## src/rtl/noc_pkg.sv

```systemverilog
// rtl/noc_pkg.sv - shared NoC packet constants and spike arbiter state type
package noc_pkg;

    localparam int PACKET_W   = 32;
    localparam int FLIT_W     = 4;
    localparam int DROP_CNT_W = 16;

    typedef enum logic [0:0] {
        ARB_IDLE = 1'b0,
        ARB_SEND = 1'b1
    } arb_state_t;

endpackage

```

## src/rtl/rr_pick.sv

```systemverilog
// rtl/rr_pick.sv - combinational round-robin picker: first set request at ptr, ptr+1, ... mod NUM_REQ
module rr_pick #(
    parameter int NUM_REQ = 4,
    parameter int IDX_W   = $clog2(NUM_REQ)
) (
    input  logic [NUM_REQ-1:0] req,
    input  logic [IDX_W-1:0]   ptr,
    output logic [IDX_W-1:0]   grant,
    output logic               any_req
);

    logic [IDX_W:0]   sum;
    logic [IDX_W-1:0] idx;

    // One extra bit holds ptr+k before the wrap, so non-power-of-two counts work.
    always_comb begin
        grant   = '0;
        any_req = 1'b0;
        sum     = '0;
        idx     = '0;
        for (int k = 0; k < NUM_REQ; k++) begin
            sum = {1'b0, ptr} + (IDX_W+1)'(k);
            if (sum >= (IDX_W+1)'(NUM_REQ)) begin
                sum = sum - (IDX_W+1)'(NUM_REQ);
            end
            idx = sum[IDX_W-1:0];
            if (!any_req && req[idx]) begin
                grant   = idx;
                any_req = 1'b1;
            end
        end
    end

endmodule

```

## src/rtl/spike_inject_arbiter.sv

```systemverilog
// rtl/spike_inject_arbiter.sv - shares one router local port among neuron cores; ARB_DROP_CNT_EN adds per-neuron drop counters
module spike_inject_arbiter #(
    parameter int NUM_NEURONS = 4,
    parameter int PACKET_W    = noc_pkg::PACKET_W
) (
    input  logic                            clk,
    input  logic                            rt_reset,
    input  logic [NUM_NEURONS-1:0]          spike_valid,
    input  logic [NUM_NEURONS*PACKET_W-1:0] spike_packet,
    output logic [NUM_NEURONS-1:0]          hold_busy,
    output logic [PACKET_W-1:0]             local_in,
    output logic                            write_en_local,
    input  logic                            local_full,
    output logic                            drop_any
`ifdef ARB_DROP_CNT_EN
    ,
    output logic [NUM_NEURONS*noc_pkg::DROP_CNT_W-1:0] drop_count
`endif
);

    import noc_pkg::*;

    localparam int IDX_W = $clog2(NUM_NEURONS);

    arb_state_t           state;
    logic [IDX_W-1:0]     ptr;
    logic [IDX_W-1:0]     grant;
    logic [IDX_W-1:0]     next_ptr;
    logic [PACKET_W-1:0]  hold_data [NUM_NEURONS];

    logic                   xfer;
    logic [NUM_NEURONS-1:0] rel;
    logic [NUM_NEURONS-1:0] cap;
    logic [NUM_NEURONS-1:0] drop;
    logic [NUM_NEURONS-1:0] pick_req;
    logic [IDX_W-1:0]       pick_ptr;
    logic [IDX_W-1:0]       pick_idx;
    logic                   pick_any;

    assign xfer     = (state == ARB_SEND) && write_en_local && !local_full;
    assign next_ptr = (grant == IDX_W'(NUM_NEURONS-1)) ? '0 : grant + 1'b1;

    // In SEND the picker looks ahead to the slot that follows a completing
    // transfer; same-edge captures are not visible yet and wait for the next pick.
    always_comb begin
        rel = '0;
        if (xfer) begin
            rel[grant] = 1'b1;
        end
        cap  = spike_valid & (~hold_busy | rel);
        drop = spike_valid & hold_busy & ~rel;
        if (state == ARB_SEND) begin
            pick_req = hold_busy & ~rel;
            pick_ptr = next_ptr;
        end else begin
            pick_req = hold_busy;
            pick_ptr = ptr;
        end
    end

    rr_pick #(
        .NUM_REQ (NUM_NEURONS),
        .IDX_W   (IDX_W)
    ) u_rr_pick (
        .req     (pick_req),
        .ptr     (pick_ptr),
        .grant   (pick_idx),
        .any_req (pick_any)
    );

    always_ff @(posedge clk) begin
        if (rt_reset) begin
            hold_busy <= '0;
            for (int i = 0; i < NUM_NEURONS; i++) begin
                hold_data[i] <= '0;
            end
        end else begin
            for (int i = 0; i < NUM_NEURONS; i++) begin
                if (cap[i]) begin
                    hold_busy[i] <= 1'b1;
                    hold_data[i] <= spike_packet[i*PACKET_W +: PACKET_W];
                end else if (rel[i]) begin
                    hold_busy[i] <= 1'b0;
                end
            end
        end
    end

    always_ff @(posedge clk) begin
        if (rt_reset) begin
            drop_any <= 1'b0;
        end else if (|drop) begin
            drop_any <= 1'b1;
        end
    end

    // Under backpressure nothing here changes, so local_in and the grant hold.
    always_ff @(posedge clk) begin
        if (rt_reset) begin
            state          <= ARB_IDLE;
            ptr            <= '0;
            grant          <= '0;
            local_in       <= '0;
            write_en_local <= 1'b0;
        end else begin
            case (state)
                ARB_IDLE: begin
                    if (pick_any) begin
                        local_in       <= hold_data[pick_idx];
                        grant          <= pick_idx;
                        write_en_local <= 1'b1;
                        state          <= ARB_SEND;
                    end
                end
                ARB_SEND: begin
                    if (xfer) begin
                        ptr <= next_ptr;
                        if (pick_any) begin
                            local_in <= hold_data[pick_idx];
                            grant    <= pick_idx;
                        end else begin
                            local_in       <= '0;
                            write_en_local <= 1'b0;
                            state          <= ARB_IDLE;
                        end
                    end
                end
                default: begin
                    write_en_local <= 1'b0;
                    state          <= ARB_IDLE;
                end
            endcase
        end
    end

`ifdef ARB_DROP_CNT_EN
    always_ff @(posedge clk) begin
        if (rt_reset) begin
            drop_count <= '0;
        end else begin
            for (int i = 0; i < NUM_NEURONS; i++) begin
                if (drop[i] && (drop_count[i*DROP_CNT_W +: DROP_CNT_W] != {DROP_CNT_W{1'b1}})) begin
                    drop_count[i*DROP_CNT_W +: DROP_CNT_W] <= drop_count[i*DROP_CNT_W +: DROP_CNT_W] + 1'b1;
                end
            end
        end
    end
`endif

endmodule

```

## config.mk

```make
export PLATFORM = sky130hd
export DESIGN_NAME = spike_inject_arbiter
export DESIGN_NICKNAME = d
export VERILOG_FILES = /design/src/rtl/noc_pkg.sv /design/src/rtl/rr_pick.sv /design/src/rtl/spike_inject_arbiter.sv
export SDC_FILE = /design/constraint.sdc
export NUM_CORES = 1
export LEC_CHECK = 0
export CAP_MARGIN = 15
export CORE_ASPECT_RATIO = 1.25
export CORE_MARGIN = 4
export CORE_UTILIZATION = 50
export CTS_BUF_LIST = sky130_fd_sc_hd__clkbuf_8
export DETAILED_ROUTE_END_ITERATION = 8
export DONT_BUFFER_PORTS = 1
export PLACE_DENSITY = 0.73
export SYNTH_ARGS = -nofsm -noshare
export SYNTH_HDL_FRONTEND = slang
export SYNTH_SLANG_ARGS = --single-unit
export TNS_END_PERCENT = 20
```

## constraint.sdc

```tcl
create_clock -name clk -period 5.9 [get_ports clk]
set_input_delay 0.885 -clock clk [delete_from_list [all_inputs] [get_ports clk]]
set_output_delay 0.885 -clock clk [all_outputs]
set_load 0.01 [all_outputs]
```

; ---- After elaboration in Yosys (flattened, before gate mapping)
; Memories as Yosys holds them, arrays and structs flattened.
; Index checks and enable logic that the tools add are counted.
[totals]
ff_bits = 43
ram_bits = 128
input_bits = 135
wordCells = 129
n_memories = 1
[classes]
addsub = 8
n_lt_le_gt_ge = 10
n_eq_ne = 4
mux = 66
n_bitwise = 12
n_reduce_logical = 18
[mem_list]
columns = name, words, width, read_ports, rd_ports_with_merged_regs, write_ports, line_no
row1 = hold_data, 4, 32, 1, 0, 4, spike_inject_arbiter.sv:29  ; logic [PACKET_W-1:0] hold_data [NUM_NEURONS];
[ops]
columns = op, n
row1 = $mux 32, 7
row2 = $pmux 32 s2, 1
row3 = $mux 1, 36
row4 = $mux 2, 12
row5 = $and 4x4->4, 4
row6 = $lt 2x3->1 const B, 5
row7 = $ge 3x3->1 const B, 3
row8 = $bmux 1 s2, 4
row9 = $mux 4, 2
row10 = $not 4->4, 2
row11 = $reduce_bool 2->1, 4
row12 = $sub 2x1->2 const B, 4
row13 = $add 2x2->3 const B, 2
row14 = $logic_and 1x1->1, 6
row15 = $logic_not 1->1, 4
row16 = $ne 2x2->1 const B, 2
row17 = $or 1x1->1, 4
row18 = $or 4x4->4, 1
row19 = $pmux 1 s2, 2
row20 = $pmux 2 s2, 1
row21 = $reduce_and 2->1, 2
row22 = $reduce_or 4->1, 1
row23 = $add 2x1->3 const B, 1
row24 = $ge 2x3->1 const B, 1
row25 = 7 further kinds, 7

; ---- Depth between registers and ports, before layout
; Gate-level depths: netlist of run 1.
; An unclocked memory read counts as a cell.
[depth]
depth_word = 24
ltp_mapped = 10

; ---- Cells and area by module
; Synthesis of run 1 repeated with hierarchy kept, for this count alone.
[unflattened]
hier_cells = 497
area_unflattened_um2 = 7343.3
[by_module_without_submodules]
columns = module, instances, cells_each, area_per_inst_um2, seq_area_each_um2
row1 = spike_inject_arbiter, 1, 482, 7265.7, 4704.5
row2 = rr_pick, 1, 15, 77.6, 0.0

; ---- Worst setup path after synthesis of run 1
; Ideal clock, no wire load.
[synth_path]
path_type = input port to flip-flop
startpoint = input port local_full
endpoint = memory hold_data[2][0] (enable)
setup_ps = 428
t_arrival_ps = 2843
required_ps = 5472
path_slack_ps = 2629
stages = 4
path_cell_list = and3b_1 > buf_6 > a21boi_4 > o21bai_1
[synth_lines]
columns = item, line_no
row1 = start: declaration, spike_inject_arbiter.sv:13  ; input logic local_full,
row2 = end: declaration, spike_inject_arbiter.sv:29

; ---- Final worst setup path of run 1
[layout_path]
startpoint = register grant[0]
endpoint = register local_in[2]
[layout_via]
elab_cells_between_ends = 57
classes_between = add/sub (8) / order compare (6) / eq/ne (2) / mux (30) / bitwise (2) / reduce/logical (8) / memory (1)
[layout_lines]
columns = item, line_no
row1 = start: declaration, spike_inject_arbiter.sv:27  ; logic [IDX_W-1:0] grant;
row2 = start signal: assignment, spike_inject_arbiter.sv:110  ; grant <= pick_idx;
row3 = start signal: assignment, spike_inject_arbiter.sv:120  ; grant <= pick_idx;
row4 = $add 2x1->2 or $eq 2x2->1 (tied branches), spike_inject_arbiter.sv:41  ; assign next_ptr = (grant == IDX_W'(NUM_NEURONS-1)) ? '0 : grant + 1'b1;
row5 = $mux 2 *, spike_inject_arbiter.sv:41
row6 = net next_ptr[1], spike_inject_arbiter.sv:28  ; logic [IDX_W-1:0] next_ptr;
row7 = $mux 2 *, spike_inject_arbiter.sv:52  ; if (state == ARB_SEND) begin
row8 = branches (longest 18 deep; another with $add 2x1->3), --
row9 = end signal: assignment, spike_inject_arbiter.sv:109  ; local_in <= hold_data[pick_idx];
row10 = end signal: assignment, spike_inject_arbiter.sv:119  ; local_in <= hold_data[pick_idx];
row11 = end: declaration, spike_inject_arbiter.sv:11  ; output logic [PACKET_W-1:0] local_in,
; Mark *: on every way through the listed nets, which the timed path passes. The select of a mux whose other input is x is not followed.
; A chain may end at the register's enable or synchronous reset.

==> results of run 1 <==
[final cells by class]
class	count	area [um^2]
diodes	3	7.507
clock buffers	18	247.7
clock inverters	14	157.7
fillers	1147	6197
inverters	5	18.77
multi-input cells	329	2396
flip-flops and latches	171	4705
well taps	175	219.0
repair buffers	6	45.04
[power breakdown]
group / total, mW / switching, mW / internal [mW]
Clock: 0.836 / 0.411 / 0.425
Sequential: 1.45 / 0.0572 / 1.40
Combinational: 0.254 / 0.153 / 0.101
Total: 2.54 / 0.621 / 1.92
[final timing paths]
check / startpoint / endpoint
setup / recovery: grant[0] / local_in[2]
hold / removal: rt_reset / hold_busy[0]
setup reg to reg: grant[0] / local_in[2]
hold reg to reg: local_in[28] / local_in[28]
[cells in the mapped netlist]
library cell  instances
clkbuf_1             15
o32ai_1               1
mux2_2                2
buf_2                 9
o211ai_1              1
a211o_1               1
a222oi_1              1
nor3b_1               1
buf_4                 4
dfxtp_1              43
o31ai_2               1
nor2_1               18
o21a_1                1
a21oi_1               5
mux2i_1              67
nand3_1               1
o21ai_1               2
a311oi_1              1
o221ai_1             32
a22o_1                1
and3b_1               1
a21oi_2               1
and2_1              131
a32oi_1               1
edfxtp_1            128
o21bai_1              2
a211oi_2              1
a21boi_4              2
buf_1                 2
inv_1                 5
nand2b_1              6
buf_6                 3
nor3_1                2
nor2b_1               2
ha_1                  4
nand2_1              36
nand4b_1              2
or4_1                 1
or3_1                 1
[worst max-delay path: stages (launching register included)]
cell and delay (ns):
dfxtp_1 0.45, inv_1 0.10, ha_1 0.35, mux2_2 0.32, mux2_2 0.29, a211oi_2 0.28
or3_1 0.61, buf_4 0.37, o221ai_1 0.14
[cell families (layout without fill, tap and decap cells)]
kind of cell,count (synthesis),count (layout),synth area share [%]
DFF,171,171,64.94
muxes,69,69,9.568
AOI/OAI and AO/OA,54,54,6.494
other,0,3,0
adders and majority gates,4,4,0.6909
buffers and inverters,38,43,2.642
and+or+nand+nor,202,202,15.67
[state kept, by name, indices dropped and copies added, names as in the netlist]
signal,cells
hold_data,128
ptr,2
local_in,32
grant,2
hold_busy,4
write_en_local,1
drop_any,1
state,1
[stage by stage]
step | power [mW] | std cells | area, um^2
global placement | 1.726 | 686 | 7383
CTS | 2.568 | 718 | 7789
detailed placement | 1.740 | 686 | 7383
finish | 2.544 | 721 | 7796
global route | 2.645 | 721 | 7796
floorplan | 1.667 | 538 | 7244
[per-layer routing]
| metal | GRT usage, % | vias to the layer above | wire length (um) |
|---|---|---|---|
| li1 | - | 1925 | - |
| met1 | 22.42 | 2041 | 6215 |
| met2 | 34.76 | 162 | 8456 |
| met3 | 7.656 | 31 | 1219 |
| met4 | 7.392 | 4 | 311 |
| met5 | 0 | - | 23 |
==> results list, run 1 <==
- The post-route netlist has 9.392% of its cells at a drive strength greater than 1.
- In this run, post-CTS repair resized a total of 0 instances.
- Number of instances in the synthesized netlist: 538
- Global routing usage summed across all routing layers: 20.07%
- Measured against its own limit, the worst slew margin works out to 24.30%.
* TritonCTS clock tree: done
- After synthesis the netlist holds a flip-flop and latch count of 171.
- Vias per cell: 5.774
* Leading cell type in the layout, fill and taps excluded: and2_1
- Wirelength, routed: 16230 um
- The routed layout has 4163 vias.
* Count of distinct cell types in the synthesized netlist: 39
- Leading cell types by total area after synthesis: edfxtp_1 53%, dfxtp_1 12%, and2_1 11%
- The flow ran to the end, and the final reports show no timing, DRC or antenna violations.
- Setup violations remaining at the end of the flow were counted as 0.
- Power density cells: 326.3 mW/mm^2
- During placement, the flow inserted port buffers numbering 0.
- In this run the cell area of the synthesized design comes to 0.007244 mm^2.
- Post-detailed-route DRC marker count: 0
- Yosys warning count: 0
- The number of hold-slack violations in the final timing report came to 0.
- At the worst endpoint, the required time is 6.22 ns.
- In this run the standard cell core region covers 0.01399 mm^2.
- Leakage dissipation: 3.113 nW
* Chip height: 142.6 um
- Initial core utilization: 51.77%
- For the final routed database, the setup TNS stands at 0 ns.
- After floorplanning, the core was divided into 48 placement rows.
- Wire per inst: 22.51 um
* Sequential element share of the synthesized area: 64.94%
- The total overflow left after global routing is 0.
- Share of the clock period used by the worst path after layout: 51.94%
- Cell depth of the worst hold path: 1
- Final worst setup slack: 2.835 ns
- The via count of the first global-routing pass is 4421.
* Post-layout utilization of the core: 55.71%
- Biggest area consumer among synthesized cells: edfxtp_1
- The worst hold path belongs to the class in2reg.
- Clock Path Buffers: 2
- For the worst-skew pair, the clock arrives at the later sink with an insertion delay of 0.45 ns.
* Worst voltage drop across the vdd grid: 0.2076 mV
- Prior to clock tree synthesis, the placed netlist has a worst setup slack of 2.672 ns.
* H-Tree Depth: 4
- Highest-count cells in the layout ignoring fill and taps: 131 x and2_1, 128 x edfxtp_1, 67 x mux2i_1
* Reported max-cap violation count: 0
- TritonCTS created 17 clock buffers.
- On the final layout, the worst hold slack is 0.4933 ns.
* Largest fanout on the critical path: 18
- The net count of the finished layout is 669.
- In this run, the number of DRC markers left after iteration 0 of detailed routing was 219.
- The first global-routing pass estimated 24350 um of wire.
- Kind of end point of the critical path: flop
- Layout area overhead: 7.617%
- At the end of routability-driven placement, the weighted congestion stood at 0.8526.
- The critical path is of the reg2reg type.
* Number of cells on the worst reg-to-reg path: 8
- For the pin with the worst max-slew slack, the measured transition is 1.135 ns.
- Clock tree synthesis found a total of 171 sinks.
* Maximum clock skew at final layout: 0.01017 ns
- Clock-pin slew was measured on the worst setup and hold paths at 0.09 ns.
* CTS Hold Bufs: 0
* Antenna violations before repair: 5
- The worst setup path is launched from a flop.
* Worst Path Arrival: 3.39 ns
- For this run, the top clock speed supported by timing is 326.3 MHz.
- Time the worst path needs with I/O delays and setup: 3.065 ns
- The number of nets in the synthesized netlist is 677.
* Number of buffers inserted by post-CTS setup repair: 0
- Post-DRT Antenna Nets: 0
- Root Buffer: clkbuf_8
* Horizontal die dimension: 115.7 um
* Number of ports placed on the die boundary: 173
- Max-slew violation total from the final report: 0
* RSZ-0062 raised after global routing: false
- Detailed placement ended at an HPWL of 10510 um.
* Post-synthesis average cell area: 13.47 um^2
* Total iterations of the first detailed-routing run: 7
* Synth top area share: 53.06%
* Setup slack of the worst register-to-register path: 2.84 ns
- Area of the die: 0.01649 mm^2
- Entering global routing, the biggest net connects 66 pins.
Power figures use the tool's default switching activity.
==> run 2: changes to the inputs <==
Clock period 5.9 ns to 2.9 ns, I/O delays scaled along.
==> run 2 against run 1 <==
Net effect: first-iteration DRC count unchanged; core utilization up 0.80 points; clock-buffer cell count is 1 lower; die area stayed put; setup slack worse by 2.5 ns; non-clock buffer count is 12 higher; worst hold slack worse by 0.46 ns; via count increased by 2.5%; flip-flop and latch count unchanged; sequential share of layout area down 0.85 points; critical endpoint is now local_in[26]; largest power group unchanged.
==> results list, run 2 (synthesis results as in run 1) <==
* Chip height: 142.6 um (unchanged)
* Crit. Startpoint: grant[0] (unchanged)
* Maximum clock skew at final layout: 0.01902 ns (was 0.01017 ns)
* Worst-path cell with the longest stage delay: dfxtp_1 (was or3_1)
* Post-DRT Antenna Nets: 0 (unchanged)
- The CTS H-tree depth came to 4 (unchanged).
* Horizontal die dimension: 115.7 um (unchanged)
* Clock slew at reported path FFs: 0.09 ns (about the same)
- The initial antenna violation count is 6 (was 5).
* Via Count: 4267 (was 4163)
* Reported max-cap violation count: 0 (unchanged)
* Time the worst path needs with I/O delays and setup: 2.567 ns (was 3.065 ns)
- Beginning of the worst register-to-register path: grant[0] (unchanged)
- The clock tree root driver cell was clkbuf_8 (unchanged).
- The count of final setup violators is 0 (unchanged).
- Setup crit start kind: flop (unchanged)
- Max reg flops: 128 (unchanged)
* Req. time, crit path: 3.23 ns (was 6.22 ns)
- The startpoint-to-endpoint class of the critical path is reg2reg (unchanged).
* Setup crit end: local_in[26] (was local_in[2])
- The max-slew violation total from the final report was 0 (unchanged).
- The area occupied by registers came to 0.004705 mm^2 (unchanged).
- Number of cells on the worst reg-to-reg path: 9 (was 8)
- Post-detailed-route DRC marker count: 0 (unchanged)
* Global routing usage summed across all routing layers: 20.46% (was 20.07%)
- The number of fill cells was 1121 (was 1147).
- The worst-case setup slack after placement is 0.3312 ns (was 2.672 ns).
* Count of input and output buffers: 0 (unchanged)
- Number of placed cells counting well taps: 697 (was 686)
- The initial cell density of the core came to 51.77% (unchanged).
- The global-route wire length before repair was 24730 um (was 24350 um).
- Worst min-delay path category: in2reg (unchanged)
- Outcome: completed (unchanged).
* Highest-count cells in the layout ignoring fill and taps: 131 x and2_1, 128 x edfxtp_1, 67 x mux2i_1 (unchanged)
- TritonCTS clock tree: done (unchanged)
* Setup slack of the worst register-to-register path: 0.33 ns (was 2.84 ns)
* Kind of end point of the critical path: flop (unchanged)
- The detailed-routing iteration count for the pre-antenna-repair pass came to 4 (was 7).
- The insertion delay to the later sink of the worst-skew pair is 0.47 ns (was 0.45 ns).
- Wirelength, routed: 16470 um (was 16230 um)
* Capture instance of the worst register-to-register path: local_in[26] (was local_in[2])
- Worst voltage drop across the vdd grid: 0.3361 mV (was 0.2076 mV)
- Vias per cell: 5.813 (was 5.774)
- Area of combinational cells with multiple inputs: 0.002396 mm^2 (unchanged)
- Worst Path Arrival: 2.90 ns (was 3.39 ns)
- Clock buffers created by TritonCTS: 17 (unchanged)
* Leading cell type in the layout, fill and taps excluded: and2_1 (unchanged)
* 1st-iter DRT viols: 219 (unchanged)
- The portion of the clock cycle consumed by the worst path in the final layout came to 88.53% (was 51.94%).
- The worst stage delay on the critical path is 0.43 ns (was 0.61 ns).
* Pin count of the biggest net entering global routing: 33 (was 66)
- Number of ports placed on the die boundary: 173 (unchanged)
- The count of buffers added by post-CTS timing repair for setup came to 0 (unchanged).
- The top register by number of flip-flops is hold_data (unchanged).
- Fraction of final layout cells sized beyond drive strength 1: 11.53% (was 9.392%)
* Final weighted congestion of routability-driven global placement: 0.8638 (was 0.8526)
* Final #Nets: 681 (was 669)
* Number of gates given a new drive strength after cts: 0 (unchanged)
- Placed wire-length estimate: 11140 um (was 10510 um)
* Final Non-Filler Cells: 734 (was 721)
- The leftover overflow at the end of global routing is 0 (unchanged).
* Row count: 48 (unchanged)
- Layout area overhead: 9.154% (was 7.617%)
- The cell area power density was 643.0 mW/mm^2 (was 326.3 mW/mm^2).
* Maximum clock frequency: 389.5 MHz (was 326.3 MHz)
* Final worst setup slack: 0.3327 ns (was 2.835 ns)
* RSZ-0062 raised after global routing: false (unchanged)
* Largest registers: hold_data x128, local_in x32, hold_busy x4 (unchanged)
* Area of the die: 0.01649 mm^2 (unchanged)
- Leakage dissipation: 3.154 nW (was 3.113 nW)
* Clock Path Buffers: 2 (unchanged)
- The placeable core area was 0.01399 mm^2 (unchanged).
- The final hold slack was 0.03745 ns (was 0.4933 ns).
- Placed inst area: 0.007516 mm^2 (was 0.007383 mm^2)
- The final design instance area without fill was 0.007908 mm^2 (was 0.007796 mm^2).
* Relative max-transition margin: 65.13% (was 24.30%)
* Wire per inst: 22.44 um (was 22.51 um)
- Largest fanout on the critical path: 31 (was 18)
- The slew at the pin closest to its max-slew limit is 0.5199 ns (was 1.135 ns).
- The sum of negative setup slack came to 0 ns (unchanged).
- The via count of the first global-routing pass came to 4478 (was 4421).
- Critical-path cell list: inv_1 > ha_1 > nand2b_1 > o32ai_1 > o21bai_1 > a211o_4 > buf_12 > mux2i_1 > o221ai_1 (was inv_1 > ha_1 > mux2_2 > mux2_2 > a211oi_2 > or3_1 > buf_4 > o221ai_1)
* Final count of hold timing violations: 0 (unchanged)
- The number of clock sinks is 171 (unchanged).
-- run 2: cell count changes in the layout (fill, tap and decap cells not counted), sizes merged --
cell         previous run  this run
buf                     6        17
bufinv                  3         1
clkbuf                 18        17
clkinvlp                2         4
diode                   3         4
dlygate4sd3             0         1
inv                     9        10
-- run 2: routing by layer --
metal / part of all wire, % / up-vias / global-route usage, %
met4: 1.9 / 4 / 7.392
met3: 8.9 / 32 / 7.359
met1: 36 / 2093 / 23.18
li1: - / 1958 / -
met5: 0.16 / - / 0
met2: 53 / 180 / 35.49
-- run 2: layout make-up --
cell class	count	area share, %
Multi-Input combinational cell	329	30.30
Clock inverter	15	1.741
Antenna cell	4	0.1266
Inverter	5	0.2373
Tap cell	175	2.769
Clock buffer	17	2.959
Timing Repair Buffer	18	2.373
Sequential cell	171	59.49
-- run 2: power by group --
part / switching (mW) / internal (mW)
clock: 0.892 / 0.689
combinational: 0.315 / 0.230
sequential: 0.121 / 2.84
-- run 2: what timing repair did --
item / 4_1_cts / 5_1_grt
setup endpoints to repair: 0 / 0
hold endpoints to repair: 0 / 2
hold buffers: 0 / 1
-- run 2: how the worst min path moves through the flow --
stage	to	cells after the start	from	slack (ns)
finish	hold_busy[1]	1	rt_reset	0.04
global route	hold_busy[1]	1	rt_reset	0.003
CTS	hold_busy[2]	1	rt_reset	0.004
detailed placement	state	1	rt_reset	0.51
global placement	state	1	rt_reset	0.51
floorplan	ptr[0]	2	ptr[0]	0.48
-- run 2: per-stage QoR --
| step | power, mW | utilization, % |
|---|---|---|
| floorplan | 3.391 | - |
| global placement | 3.541 | 53.71 |
| detailed placement | 3.572 | 53.71 |
| CTS | 5.137 | 56.37 |
| global route | 5.295 | 56.51 |
| finish | 5.084 | 56.51 |
-- run 2: worst max-delay path, delay by kind of cell (launching register included) --
| family | cells | cell delay (ns) |
|---|---|---|
| compound gates | 4 | 0.87 |
| fa+ha+maj | 1 | 0.34 |
| buf+inv | 2 | 0.37 |
| flops | 1 | 0.43 |
| mux | 1 | 0.24 |
| simple gates | 1 | 0.16 |
==> run 3: changes to the inputs <==
Settings changed: SKIP_LAST_GASP from default to 1.
Clock period 2.9 ns to 3.1 ns, I/O delays scaled along.
==> run 3 against run 2 <==
Net effect: via count shrank 1.1%; flip-flop and latch count did not move; clock-buffer cell count grew 2; clock power grew 3%; maximum frequency decreased by 5.8%; worst hold slack improved by 0.035 ns; register-to-register slack gained 0.04 ns; global-route usage is 0.11 points higher; critical path depth is the same; setup slack better by 0.041 ns; critical path type unchanged; critical endpoint is now local_in[4].
==> results list, run 3 (synthesis results as in run 1) <==
- Critical-path cell list: inv_1 > ha_1 > nand2b_1 > o32ai_1 > o21bai_1 > a211o_4 > buf_12 > mux2i_1 > o221ai_1 (unchanged)
* Maximum clock frequency: 366.8 MHz (was 389.5 MHz)
* RSZ-0062 raised after global routing: false (unchanged)
* Antenna violations before repair: 4 (was 6)
- Largest register by flop count: hold_data (unchanged)
- Worst-path cell with the longest stage delay: a211o_4 (was dfxtp_1)
- Cell depth of the worst hold path: 1 (unchanged)
- Largest registers: hold_data x128, local_in x32, hold_busy x4 (unchanged).
* Transition time of the tightest slew-check pin: 0.9596 ns (was 0.5199 ns)
- The worst reg2reg path startpoint is grant[0] (unchanged).
* Number of ports placed on the die boundary: 173 (unchanged)
- Final sum of negative setup slack: 0 ns (unchanged)
- The number of nets at the end of the flow was 679 (was 681).
- The number of maximum-capacitance violations is 0 (unchanged).
- The number of hold-slack violations in the final timing report was 0 (unchanged).
- Outcome: completed (unchanged)
* Global-route wire length before repair: 24810 um (was 24730 um)
* Clock slew at reported path FFs: 0.09 ns (about the same)
- The aggregate routed wire length was 16630 um (was 16470 um).
* Worst Hold End: hold_busy[3] (was hold_busy[1])
* Largest fanout on the critical path: 30 (was 31)
* Fraction of final layout cells sized beyond drive strength 1: 11.05% (was 11.53%)
- The width of the chip was 115.7 um (unchanged).
- Power density cells: 617.5 mW/mm^2 (was 643.0 mW/mm^2)
* Row count: 48 (unchanged)
- Number of gates given a new drive strength after cts: 0 (unchanged)
* Max-slew violation total from the final report: 0 (unchanged)
- The startpoint of the tightest hold check path was rt_reset (unchanged).
* CP top delay family: compound AO/OA/AOI/OAI gates (unchanged)
- The number of clock sinks is 171 (unchanged).
- Worst Path Arrival: 3.05 ns (was 2.90 ns)
- The internal power component was 3.698 mW (was 3.757 mW).
- The normalized max-slew margin came to 35.68% (was 65.13%).
* Req. time, crit path: 3.43 ns (was 3.23 ns)
- The largest buffer count on any clock path is 2 (unchanged).
- The worst stage delay on the critical path is 0.46 ns (was 0.43 ns).
* Buf+Inv Stages, Crit Path: 2 (unchanged)
- Vias in the first global route: 4406 (was 4478)
- Layout area overhead: 9.395% (was 9.154%)
- The number of buffers added on ports is 0 (unchanged).
* Via Count: 4219 (was 4267)
* Root Buffer: clkbuf_8 (unchanged)
- The share of power burned in combinational logic is 10.4% (was 10.7%).
* Kind of end point of the critical path: flop (unchanged)
- The placer congestion estimate is 0.8338 (was 0.8638).
- Worst voltage drop across the vdd grid: 0.3483 mV (was 0.3361 mV)
- Worst setup path category: reg2reg (unchanged)
* Global routing usage summed across all routing layers: 20.57% (was 20.46%)
- Max reg flops: 128 (unchanged)
- Leading cell type in the layout, fill and taps excluded: and2_1 (unchanged)
- Core area: 0.01399 mm^2 (unchanged)
- The endpoint of the lowest-slack register-to-register path is local_in[4] (was local_in[26]).
- Power share of the sequential group: 56.5% (was 58.2%)
- Number of buffers inserted by post-CTS setup repair: 0 (unchanged)
* Maximum clock skew at final layout: 0.01287 ns (was 0.01902 ns)
- The power after layout was 4.894 mW (was 5.084 mW).
- The pin count of the biggest net entering global routing came to 33 (unchanged).
- Vias per cell: 5.779 (was 5.813)
* Worst min-delay path category: in2reg (unchanged)
- The clock network power share is 33.1% (was 31.1%).
* Final setup viols: 0 (unchanged)
- The TritonCTS clock tree was done (unchanged).
* Post-DRT Antenna Nets: 0 (unchanged)
* Clock buffers created by TritonCTS: 17 (unchanged)
- The remaining routing DRC violations came to 0 (unchanged).
- The portion of the clock cycle consumed by the worst path in the final layout came to 87.93% (was 88.53%).
- The post-layout minimum cycle time was 2.726 ns (was 2.567 ns).
* Worst slack at placement: 0.3573 ns (was 0.3312 ns)
- H-Tree Depth: 4 (unchanged)
- Highest-count cells in the layout ignoring fill and taps: 131 x and2_1, 128 x edfxtp_1, 67 x mux2i_1 (unchanged)
* Residual overflow from global routing: 0 (unchanged)
- Setup slack of the worst register-to-register path: 0.37 ns (was 0.33 ns)
* Setup crit start kind: flop (unchanged)
- The reported net switching power was 1.196 mW (was 1.327 mW).
- 1st-iter DRT viols: 214 (was 219)
- Wire per inst: 22.78 um (was 22.44 um)
* Initial core utilization: 51.77% (unchanged)
- Placed wire-length estimate: 11140 um (about the same)
- The insertion delay to the later sink of the worst-skew pair is 0.46 ns (was 0.47 ns).
* Total iterations of the first detailed-routing run: 5 (was 4)
* Final worst setup slack: 0.3741 ns (was 0.3327 ns)
- The fraction of power spent switching nets came to 24.44% (was 26.10%).
- Leakage dissipation: 3.174 nW (was 3.154 nW)
- CTS Hold Bufs: 0 (unchanged)
- Number of cells on the worst reg-to-reg path: 9 (unchanged)
* Area of the die: 0.01649 mm^2 (unchanged)
* Chip height: 142.6 um (unchanged)
[run 3: final cells by class]
cell class | count | area [um^2]
clock inverters | 12 | 147.6
repair buffers | 16 | 170.2
clock buffers | 19 | 261.5
multi-input cells | 329 | 2396
fillers | 1134 | 6068
inverters | 5 | 18.77
flip-flops and latches | 171 | 4705
well taps | 175 | 219.0
diodes | 3 | 7.507
[run 3: routing by layer]
| metal | vias up | GRT usage [%] | wire, um |
|---|---|---|---|
| met2 | 166 | 34.88 | 8766 |
| met5 | - | 0 | 13 |
| met1 | 2076 | 24.66 | 6365 |
| met3 | 31 | 6.721 | 1206 |
| met4 | 2 | 7.025 | 279 |
| li1 | 1944 | - | - |
[run 3: how the worst max path moves through the flow]
stage,start,to,slack [ns],cells after the start
finish,grant[0],local_in[4],0.37,9
global placement,grant[0],local_in[26],0.49,9
global route,state,hold_data[2][9],0.20,5
detailed placement,grant[0],local_in[26],0.36,9
CTS,grant[0],local_in[26],0.35,9
floorplan,local_full,hold_data[2][0],0.25,4
[run 3: power groups by stage]
| stage | Combinational [mW] | Sequential, mW | Clock [mW] |
|---|---|---|---|
| 2_1_floorplan | 0.386 | 2.79 | 0 |
| 3_3_place_gp | 0.496 | 2.82 | 0 |
| 3_5_place_dp | 0.517 | 2.82 | 0 |
| 4_1_cts | 0.517 | 2.77 | 1.65 |
| 5_1_grt | 0.556 | 2.79 | 1.74 |
| 6_report | 0.509 | 2.77 | 1.62 |
[run 3: through the flow]
step / instances / instance area, um^2 / utilization (%) / hold WS, ns
floorplan: 538 / 7244 / - / 0.4764
global placement: 696 / 7508 / 53.66 / 0.5154
detailed placement: 696 / 7508 / 53.66 / 0.5210
CTS: 727 / 7918 / 56.58 / 0.03184
global route: 730 / 7925 / 56.63 / 0.03632
finish: 730 / 7925 / 56.63 / 0.07292
